### src/rtl/mine_reveal_sequencer_pkg.sv
// Shared board package: geometry defaults, cell-index width and sequencer state encoding.
// Used by the reveal sequencer and the mine-map and bitmap blocks.
package mine_reveal_sequencer_pkg;

  localparam int unsigned BoardWDefault = 16;
  localparam int unsigned BoardHDefault = 16;
  localparam int unsigned CellIdxW      = 8;

  typedef logic [CellIdxW-1:0] cell_idx_t;

  typedef logic [2:0] state_t;
  localparam state_t StIdle  = 3'd0;
  localparam state_t StFetch = 3'd1;
  localparam state_t StCheck = 3'd2;
  localparam state_t StWait  = 3'd3;
  localparam state_t StDone  = 3'd4;

endpackage

### src/rtl/mine_reveal_sequencer_if.sv
// Game-logic / mine-map / reveal-mask signals of the mine reveal sequencer.
// The sequencer uses the slave modport; the environment drives the master side.
interface mine_reveal_sequencer_if;
  import mine_reveal_sequencer_pkg::*;

  logic      start;
  logic      abort;
  logic      start_of_frame;
  cell_idx_t mine_rd_addr;
  logic      mine_rd_data;
  logic      reveal_we;
  cell_idx_t reveal_addr;
  logic      busy;
  logic      done;

  modport master (
    output start, abort, start_of_frame, mine_rd_data,
    input  mine_rd_addr, reveal_we, reveal_addr, busy, done
  );

  modport slave (
    input  start, abort, start_of_frame, mine_rd_data,
    output mine_rd_addr, reveal_we, reveal_addr, busy, done
  );

endinterface

### src/rtl/mine_reveal_sequencer_frame_delay_counter.sv
// Counts frame ticks after a reveal; expired_o flags the tick that completes the delay.
module mine_reveal_sequencer_frame_delay_counter #(
  parameter int unsigned FramesPerMine = 4
) (
  input  logic clk,
  input  logic rst_n,
  input  logic load_i,
  input  logic tick_i,
  output logic expired_o
);

  localparam logic [7:0] LastCount = 8'(FramesPerMine - 1);

  logic [7:0] count_q, count_d;

  assign expired_o = tick_i && (count_q == LastCount);

  always_comb begin
    count_d = count_q;
    if (load_i) begin
      count_d = '0;
    end else if (tick_i) begin
      // Rewind on expiry so the next reveal starts from a clean count.
      count_d = expired_o ? 8'd0 : count_q + 8'd1;
    end
  end

  always_ff @(posedge clk or negedge rst_n) begin
    if (!rst_n) begin
      count_q <= '0;
    end else begin
      count_q <= count_d;
    end
  end

endmodule

### src/rtl/mine_reveal_sequencer.sv
// Sweeps the mine map on a loss and writes each mine into the reveal mask,
// spacing consecutive reveals by a fixed number of video frames.
module mine_reveal_sequencer
  import mine_reveal_sequencer_pkg::*;
#(
  parameter int unsigned BOARD_W         = BoardWDefault,
  parameter int unsigned BOARD_H         = BoardHDefault,
  parameter int unsigned FRAMES_PER_MINE = 4
) (
  input logic                    clk,
  input logic                    rst_n,
  mine_reveal_sequencer_if.slave mrs_io
);

  localparam int unsigned NumCells = BOARD_W * BOARD_H;
  localparam cell_idx_t   LastIdx  = cell_idx_t'(NumCells - 1);

  state_t    state_q, state_d;
  cell_idx_t idx_q, idx_d;
  logic      reveal_we;
  logic      done;
  logic      advance;
  logic      cnt_load;
  logic      cnt_tick;
  logic      cnt_expired;

  assign cnt_tick = mrs_io.start_of_frame && (state_q == StWait);

  mine_reveal_sequencer_frame_delay_counter #(
    .FramesPerMine(FRAMES_PER_MINE)
  ) u_frame_delay (
    .clk      (clk),
    .rst_n    (rst_n),
    .load_i   (cnt_load),
    .tick_i   (cnt_tick),
    .expired_o(cnt_expired)
  );

  always_comb begin
    state_d   = state_q;
    idx_d     = idx_q;
    reveal_we = 1'b0;
    done      = 1'b0;
    advance   = 1'b0;
    cnt_load  = 1'b0;

    case (state_q)
      StIdle: begin
        if (mrs_io.start && !mrs_io.abort) begin
          idx_d   = '0;
          state_d = StFetch;
        end
      end
      StFetch: state_d = StCheck;
      StCheck: begin
        if (mrs_io.mine_rd_data) begin
          reveal_we = 1'b1;
          cnt_load  = 1'b1;
          state_d   = StWait;
        end else begin
          advance = 1'b1;
        end
      end
      StWait: advance = cnt_expired;
      StDone: begin
        done    = 1'b1;
        idx_d   = '0;
        state_d = StIdle;
      end
      default: state_d = StIdle;
    endcase

    // The last cell ends the sweep instead of wrapping the index.
    if (advance) begin
      if (idx_q == LastIdx) begin
        state_d = StDone;
      end else begin
        idx_d   = idx_q + cell_idx_t'(1);
        state_d = StFetch;
      end
    end

    // Abort wins over everything; a reveal write already on the bus still goes out.
    if (mrs_io.abort && (state_q != StIdle)) begin
      state_d  = StIdle;
      idx_d    = '0;
      done     = 1'b0;
      cnt_load = 1'b1;
    end
  end

  always_ff @(posedge clk or negedge rst_n) begin
    if (!rst_n) begin
      state_q <= StIdle;
      idx_q   <= '0;
    end else begin
      state_q <= state_d;
      idx_q   <= idx_d;
    end
  end

  assign mrs_io.mine_rd_addr = idx_q;
  assign mrs_io.reveal_addr  = idx_q;
  assign mrs_io.reveal_we    = reveal_we;
  assign mrs_io.busy         = (state_q != StIdle);
  assign mrs_io.done         = done;

endmodule

### src/flat_wrapper.sv
// flat-port wrapper written by rule: the top's interface ports become plain ports
module mine_reveal_sequencer_flat import mine_reveal_sequencer_pkg::*;
#(
  parameter int unsigned BOARD_W         = BoardWDefault,
  parameter int unsigned BOARD_H         = BoardHDefault,
  parameter int unsigned FRAMES_PER_MINE = 4
)
  (clk, rst_n, mrs_io_start, mrs_io_abort, mrs_io_start_of_frame, mrs_io_mine_rd_data, mrs_io_mine_rd_addr, mrs_io_reveal_we, mrs_io_reveal_addr, mrs_io_busy, mrs_io_done);
  mine_reveal_sequencer_if mrs_io_i ();
  input logic clk;
  input logic rst_n;
  input wire logic [$bits(mrs_io_i.start)-1:0] mrs_io_start;
  input wire logic [$bits(mrs_io_i.abort)-1:0] mrs_io_abort;
  input wire logic [$bits(mrs_io_i.start_of_frame)-1:0] mrs_io_start_of_frame;
  input wire logic [$bits(mrs_io_i.mine_rd_data)-1:0] mrs_io_mine_rd_data;
  output wire logic [$bits(mrs_io_i.mine_rd_addr)-1:0] mrs_io_mine_rd_addr;
  output wire logic [$bits(mrs_io_i.reveal_we)-1:0] mrs_io_reveal_we;
  output wire logic [$bits(mrs_io_i.reveal_addr)-1:0] mrs_io_reveal_addr;
  output wire logic [$bits(mrs_io_i.busy)-1:0] mrs_io_busy;
  output wire logic [$bits(mrs_io_i.done)-1:0] mrs_io_done;
  assign mrs_io_i.start = mrs_io_start;
  assign mrs_io_i.abort = mrs_io_abort;
  assign mrs_io_i.start_of_frame = mrs_io_start_of_frame;
  assign mrs_io_i.mine_rd_data = mrs_io_mine_rd_data;
  assign mrs_io_mine_rd_addr = mrs_io_i.mine_rd_addr;
  assign mrs_io_reveal_we = mrs_io_i.reveal_we;
  assign mrs_io_reveal_addr = mrs_io_i.reveal_addr;
  assign mrs_io_busy = mrs_io_i.busy;
  assign mrs_io_done = mrs_io_i.done;
  mine_reveal_sequencer #(.BOARD_W(BOARD_W), .BOARD_H(BOARD_H), .FRAMES_PER_MINE(FRAMES_PER_MINE)) u_core (.clk(clk), .rst_n(rst_n), .mrs_io(mrs_io_i));
endmodule
### config.mk
export PLATFORM = sky130hd
export DESIGN_NAME = mine_reveal_sequencer_flat
export DESIGN_NICKNAME = d
export VERILOG_FILES = /design/src/rtl/mine_reveal_sequencer_pkg.sv /design/src/rtl/mine_reveal_sequencer_if.sv /design/src/rtl/mine_reveal_sequencer_frame_delay_counter.sv /design/src/rtl/mine_reveal_sequencer.sv /design/src/flat_wrapper.sv
export SDC_FILE = /design/constraint.sdc
export NUM_CORES = 1
export LEC_CHECK = 0
export CAP_MARGIN = 40
export CORE_AREA = 2 2 79 81
export DETAILED_ROUTE_END_ITERATION = 16
export DIE_AREA = 0 0 81 83
export PLACE_DENSITY = 0.5
export SLEW_MARGIN = 15
export SYNTH_ARGS = -nofsm -noshare
export SYNTH_HDL_FRONTEND = slang
export SYNTH_SLANG_ARGS = --single-unit
### constraint.sdc
create_clock -name clk -period 2.4 [get_ports clk]
set_clock_uncertainty 0.15 [all_clocks]
set_input_delay 0.72 -clock clk [delete_from_list [all_inputs] [get_ports clk]]
set_output_delay 0.72 -clock clk [all_outputs]
set_load 0.02 [all_outputs]
==> metrics.md, run 1 <==
| Metric | Value |
|---|---|
| Status | complete, no violations |
| Starting density of the core | 23.3% |
| Worst Path Arrival | 1.49 ns |
| DRT iter0 DRCs | 77 |
| Combinational Power Share | 21.7% |
| Critical Path Source Type | register |
| Final core occ | 30.3% |
| Smallest setup slack after layout | 0.0443 ns |
| Final net count | 186 |
| Overflow after GRT | 0 |
| Syn avg cell area | 9.36 sq um |
| Number of port buffers | 24 |
| Slew Limit Headroom | 74.4% |
| Critical Path RT | 1.53 ns |
| Worst-Margin Slew | 0.374 ns |
| Fmax | 425 MHz |
| Hold endpoint | u_core.u_frame_delay.count_q[0] |
| Share of layout cells above drive strength 1 | 21.5% |
| CP bufs+invs | 1 |
| Clk_lat worst skew | 0.26 ns |
| Syn nets | 153 |
| Max-Cap Viols | 0 |
| Die area | 0.00672 sq mm |
| Slowest stage delay, CP | 0.46 ns |
| PD cells | 419 mW/mm^2 |
| Yosys warnings | 0 |
| Sw Share | 29.0% |
| CTS sink cnt | 19 |
| Slew Limit Fails | 0 |
| Predominant post-synthesis flop cell | dfrtp_1 |
| Worst-path fanout max | 8 |
| Routed WL per cell | 13.3 microns |
| Antenna violations before repair | 0 |
| Pleak | 0.000726 uW |
| Mapped Area | 0.00136 sq mm |
| Setup Slack @ Placement | -0.535 ns |
| Reg area | 477 sq um |
| HP Class | reg -> reg |
| # IOs | 25 |
| # DRC | 0 |
| Vias in the first global route | 1138 |
| Register area share after synthesis | 35.0% |
| Maximum clock path buffer count | 2 |
| Largest net degree at the start of global routing | 20 |
| FF+latch count, synth | 19 |
| Via/cell ratio | 4.71 |
| Die X | 81 microns |
| Unrepaired setup endpoints after global routing | no |
| Final WL | 3350 microns |
| EDFF count, synth | 0 |
| CORE AREA | 0.00582 sq mm |
| Total Routing Usage GR | 10.5% |
| Via count | 1188 |
| Ys async rst share | 100% |
| DR pass1 iterations | 4 |
| Hold_sp | u_core.u_frame_delay.count_q[0] |
| VDD IR max | 202 uV |
| Int Pwr | 524 uW |
| Final setup viols | 0 |
| Cell chain of the critical path | or3_4 -> dlygate4sd2_1 |
| Multi-input logic area | 748 sq um |
| Depth of the worst hold-timing path | 1 |
| Final TNS setup | 0 ns |
| Worst R2R Path Depth | 6 |
| Setup crit end kind | output port |
| Placer Congestion | 0.758 |
| Family with the most delay on the worst path | flip-flops |
| Final ANT Viol Nets | 0 |
| DP HPWL | 2510 microns |
| Number of diodes | 0 |
| Total CTS buffers | 3 |
| CTS tree | built |
| Critical-path top delay cell | dfrtp_2 |
| Root Buffer | clkbuf_8 |
| Sequential share of power | 47.1% |
| Layout area overhead | 30.0% |
| Fin crit share | 98.2% |
| Worst R2R End | u_core.mrs_io.mine_rd_addr[0] |
| Sw power | 214 uW |
| CTS Hold Bufs | 0 |
| Post-synth cell types | 50 |
| Final min period | 2.36 ns |
| Reg-to-reg startpoint | u_core.u_frame_delay.count_q[0] |
| R2R Setup Slk | 0.53 ns |
| Critical path type | reg -> out |
| Row count | 28 |
| H-Tree Depth | 1 |
| Final Hold Viols | 0 |
| Cell count after synthesis | 145 |
| Clock power frac | 31.2% |
| Fillers | 633 |
| Reg clk slew, reported paths | 0.07 ns |
| Die H | 83 microns |
| First-pass GRT wire length | 5580 microns |
[worst max path at each step]
| stage | end | from | cells past startpoint |
|---|---|---|---|
| final | mrs_io_busy | u_core.state_q[2] | 2 |
| after global routing | mrs_io_busy | u_core.state_q[2] | 2 |
| after CTS | mrs_io_busy | u_core.state_q[2] | 2 |
| after detailed placement | mrs_io_done | mrs_io_abort | 3 |
| after global placement | mrs_io_done | mrs_io_abort | 3 |
| after floorplan | mrs_io_done | mrs_io_abort | 2 |
[power by group through the flow]
stage,Sequential (uW),Combinational (uW),Clock (uW)
after floorplan,351,99.2,0
final,348,160,230
after global routing,351,175,249
after global placement,355,165,0
after CTS,348,162,233
after detailed placement,354,165,0
[placed cells by master (no fill, tap or decap), types with 3 or more instances in the layout]
master	count
nor2_1	7
nand2_1	10
dlygate4sd2_1	3
a21oi_1	6
buf_4	18
nand3_1	10
mux2i_1	3
inv_1	10
o221ai_1	5
o21ai_0	6
o22ai_1	3
clkbuf_8	3
and3_1	5
a31oi_1	7
dfrtp_1	18
clkdlybuf4s50_1	19
[final cells by class]
cell class / count / area share, %
inverters: 10 / 2.13
repair buffers: 41 / 20.6
multi-input cells: 103 / 42.4
flip-flops and latches: 19 / 27.0
clock buffers: 4 / 2.55
well taps: 75 / 5.32
[state kept, by name, indices dropped and copies added (netlist names)]
name,count
u_core.mrs_io.mine_rd_addr,8
u_core.state_q,3
u_core.u_frame_delay.count_q,8
[cells in the mapped netlist (2+ instances only)]
cell	n	area, sq um
nand4b_1	2	17.5
nor2_1	7	26.3
o22ai_1	3	18.8
o221ai_1	5	43.8
nand2_1	10	37.5
inv_1	10	37.5
dfrtp_1	19	475
nand4_1	2	12.5
ha_1	2	25.0
o21ai_0	6	30.0
and3_1	5	31.3
nor2b_1	2	12.5
buf_4	10	75.1
a31oi_1	7	43.8
nor3_1	2	10.0
nand3_1	10	50.1
buf_6	2	22.5
o21ai_2	2	17.5
mux2i_1	3	30.0
a21oi_1	6	30.0
[repair_timing]
item | 4_1_cts | 5_1_grt
resized for setup | 15 | 1
setup buffers | 0 | 0
setup endpoints to repair | 3 | 1
pin swaps | 1 | 0
[logic make-up (layout without fill, tap and decap cells)]
family	after synthesis	after routing	synth area share, %
AO/OA/AOI/OAI	41	41	23.6
XOR/XNOR	1	1	0.645
adder cells (fa/ha/maj)	2	2	1.84
buffers and inverters	23	55	10.3
flip-flops	19	19	35.0
multiplexers	3	3	2.21
AND/OR/NAND/NOR	56	56	26.4
[per-stage QoR]
step | std cells | total power [uW] | hold WS, ns | cell area, sq um
6_report | 252 | 738 | 0.384 | 1760
5_1_grt | 252 | 775 | 0.432 | 1760
4_1_cts | 252 | 743 | 0.391 | 1760
3_5_place_dp | 248 | 518 | 0.385 | 1720
3_3_place_gp | 248 | 520 | 0.377 | 1720
2_1_floorplan | 145 | 451 | 0.274 | 1360
[per-layer routing]
layer	GRT usage (%)	vias up	share of wire (%)
met4	4.62	0	1.2
li1	-	613	-
met1	15.1	553	51
met3	0.761	2	2.2
met2	15.8	20	46
met5	0	-	0
(Power assumes the default switching activity.)
==> run 2, diff against run 1 <==
SLEW_MARGIN = 10   (was 15)
==> results of run 2 <==
No change in the layout: final DEF, timing and power equal those of run 1.
==> run 3, diff against run 2 <==
CAP_MARGIN = 20   (was 40)
CORE_AREA = 2 2 55 57   (was 2 2 79 81)
DIE_AREA = 0 0 57 59   (was 0 0 81 83)
PLACE_DENSITY = 0.84   (was 0.5)
SETUP_SLACK_MARGIN = 0.15   (was unset)
==> run 3 against run 2 <==
Net effect: via count is 6.7% higher; sequential power hardly changed; clock-buffer cell count stayed put; register-to-register slack hardly changed; die area is 50% lower; total power is 9.2% lower; cell count is 18% lower; critical path type unchanged; critical endpoint unchanged.
==> metrics.md, run 3 (same netlist as run 1, synthesis figures left out) <==
| Metric | Value |
|---|---|
| Commonest non-fill, non-tap cells in the layout | dfrtp_1 (18), buf_4 (16), dlygate4sd2_1 (14) |
| Final WL | 3320 microns (-0.87%) |
| # IOs | 25 (unchanged) |
| CTS Hold Bufs | 0 (unchanged) |
| Critical path type | reg -> out |
| Final min period | 2.19 ns (-0.167 ns) |
| Placer Congestion | 0.826 (+9.0%) |
| CORE AREA | 0.00271 sq mm (-53%) |
| Status | complete, no violations |
| Hold slack | 0.381 ns (-0.00300 ns) |
| Routed WL per cell | 16.1 microns (+21%) |
| DR pass1 iterations | 4 (unchanged) |
| Via count | 1268 (+6.7%) |
| First-pass GRT wire length | 5690 microns (+2.0%) |
| Worst-Margin Slew | 0.368 ns (-0.00597 ns) |
| Reg clk slew, reported paths | 0.11 ns (+0.04 ns) |
| Via/cell ratio | 6.16 (+31%) |
| Setup crit end kind | output port |
| DP HPWL | 2500 microns (-0.36%) |
| Worst Path Arrival | 1.32 ns (-0.17 ns) |
| Largest net degree at the start of global routing | 20 (unchanged) |
| Critical Path Source Type | register |
| Pleak | 0.000825 uW (+14%) |
| Die H | 59 microns (-29%) |
| Final setup viols | 0 (unchanged) |
| Setup Slack @ Placement | -0.593 ns (-0.0574 ns) |
| PD cells | 400 mW/mm^2 (-4.3%) |
| Max-Cap Viols | 0 (unchanged) |
| H-Tree Depth | 1 (unchanged) |
| Number of diodes | 0 (unchanged) |
| HP Class | reg -> reg |
| Commonest non-fill, non-tap cell in the layout | dfrtp_1 |
| Final Hold Viols | 0 (unchanged) |
| Clk_lat worst skew | 0.30 ns (+0.04 ns) |
| Unrepaired setup endpoints after global routing | no |
| Die area | 0.00336 sq mm (-50%) |
| Layout Cells excl Fill | 206 (-18%) |
| Overflow after GRT | 0 (unchanged) |
| Slew Limit Headroom | 75.4% (+0.95 points) |
| Root Buffer | clkbuf_4 |
| Die X | 57 microns (-30%) |
| CTS sink cnt | 19 (unchanged) |
| Final net count | 184 (-1.1%) |
| Critical Path RT | 1.53 ns (about the same) |
| # DRC | 0 (unchanged) |
| Starting density of the core | 50.1% (+27 points) |
| Row count | 19 (-32%) |
| Fmax | 457 MHz (+7.6%) |
| Antenna violations before repair | 0 (unchanged) |
| CTS tree | built |
| Worst-path fanout max | 3 (-5) |
| Slew Limit Fails | 0 (unchanged) |
| Fin crit share | 91.2% (-7.0 points) |
| Layout area overhead | 23.3% |
| Maximum clock path buffer count | 2 (unchanged) |
| VDD IR max | 304 uV (+51%) |
| Total CTS buffers | 3 (unchanged) |
| Share of layout cells above drive strength 1 | 22.3% (+0.82 points) |
| Smallest setup slack after layout | 0.211 ns (+0.167 ns) |
| Placed instance count | 200 (-19%) |
| Final ANT Viol Nets | 0 (unchanged) |
| Number of port buffers | 24 (unchanged) |
| Fillers | 250 (-61%) |
| DRT iter0 DRCs | 45 (-42%) |
| Total Routing Usage GR | 21.6% (+11 points) |
| Vias in the first global route | 1274 (+12%) |
## run 3: cell count changes in the layout (fill, tap and decap cells not counted), moves of 2 or more
cell,delta
dlymetal6s2s_1,+3
clkdlybuf4s50_1,-16
buf_4,-2
clkbuf_8,-3
dlygate4sd2_1,+11
clkbuf_4,+3
## run 3: cell type report
cell class	instances	area, sq um	share of cell area (%)
Clock buffer	4	26.3	1.57
Timing Repair Buffer	39	332	19.8
Inverter	10	37.5	2.24
Sequential cell	19	477	28.5
Tap cell	31	38.8	2.32
Multi-Input combinational cell	103	763	45.6
## run 3: per-layer routing
metal / GRT usage, % / wire (microns) / vias up
met3: 3.93 / 116 / 11
met5: 0 / 0 / -
met4: 11.0 / 67 / 0
li1: - / - / 605
met1: 25.9 / 1410 / 610
met2: 37.3 / 1730 / 42
## run 3: path summary, 6_finish.rpt
path,slack (ns),from,endpoint,cells after the start
max in group asynchronous,1.28,rst_n,u_core.state_q[2],2
min in group asynchronous,0.60,rst_n,u_core.mrs_io.mine_rd_addr[7],2
worst min-delay path,0.38,u_core.u_frame_delay.count_q[0],u_core.u_frame_delay.count_q[0],1
worst max-delay path,0.21,u_core.state_q[2],mrs_io_busy,2
worst max register to register,0.52,u_core.state_q[0],u_core.mrs_io.mine_rd_addr[2],5
worst min register to register,0.38,u_core.u_frame_delay.count_q[0],u_core.u_frame_delay.count_q[0],1
## run 3: through the flow
stage,TNS (ns),util (%),cell area (sq um),power [uW]
final,0,61.8,1670,670
after global routing,0,61.8,1670,704
after detailed placement,-1.28,60.8,1650,515
after global placement,-1.01,60.8,1650,507
after floorplan,0,-,1370,452
after CTS,0,61.4,1660,675
## run 3: timing repair
item	4_1_cts	5_1_grt
resized for setup	31	7
endpoints found under the setup margin	17	5
endpoints found under the hold margin	0	0
pin swaps	0	1
buffers inserted	2	0
## run 3: critical path, stage by stage (launching register included)
cell and delay (ns):
dfrtp_2 0.42, or3_4 0.41, buf_2 0.18
## run 3: power breakdown
part / switching (uW) / internal [uW] / total [uW] / leakage, uW
registers: 15.8 / 330 / 346 / 0.000257
clock network: 97.4 / 64.8 / 162 / 0.0000150
logic: 90.6 / 71.6 / 162 / 0.000553
total: 204 / 467 / 670 / 0.000825
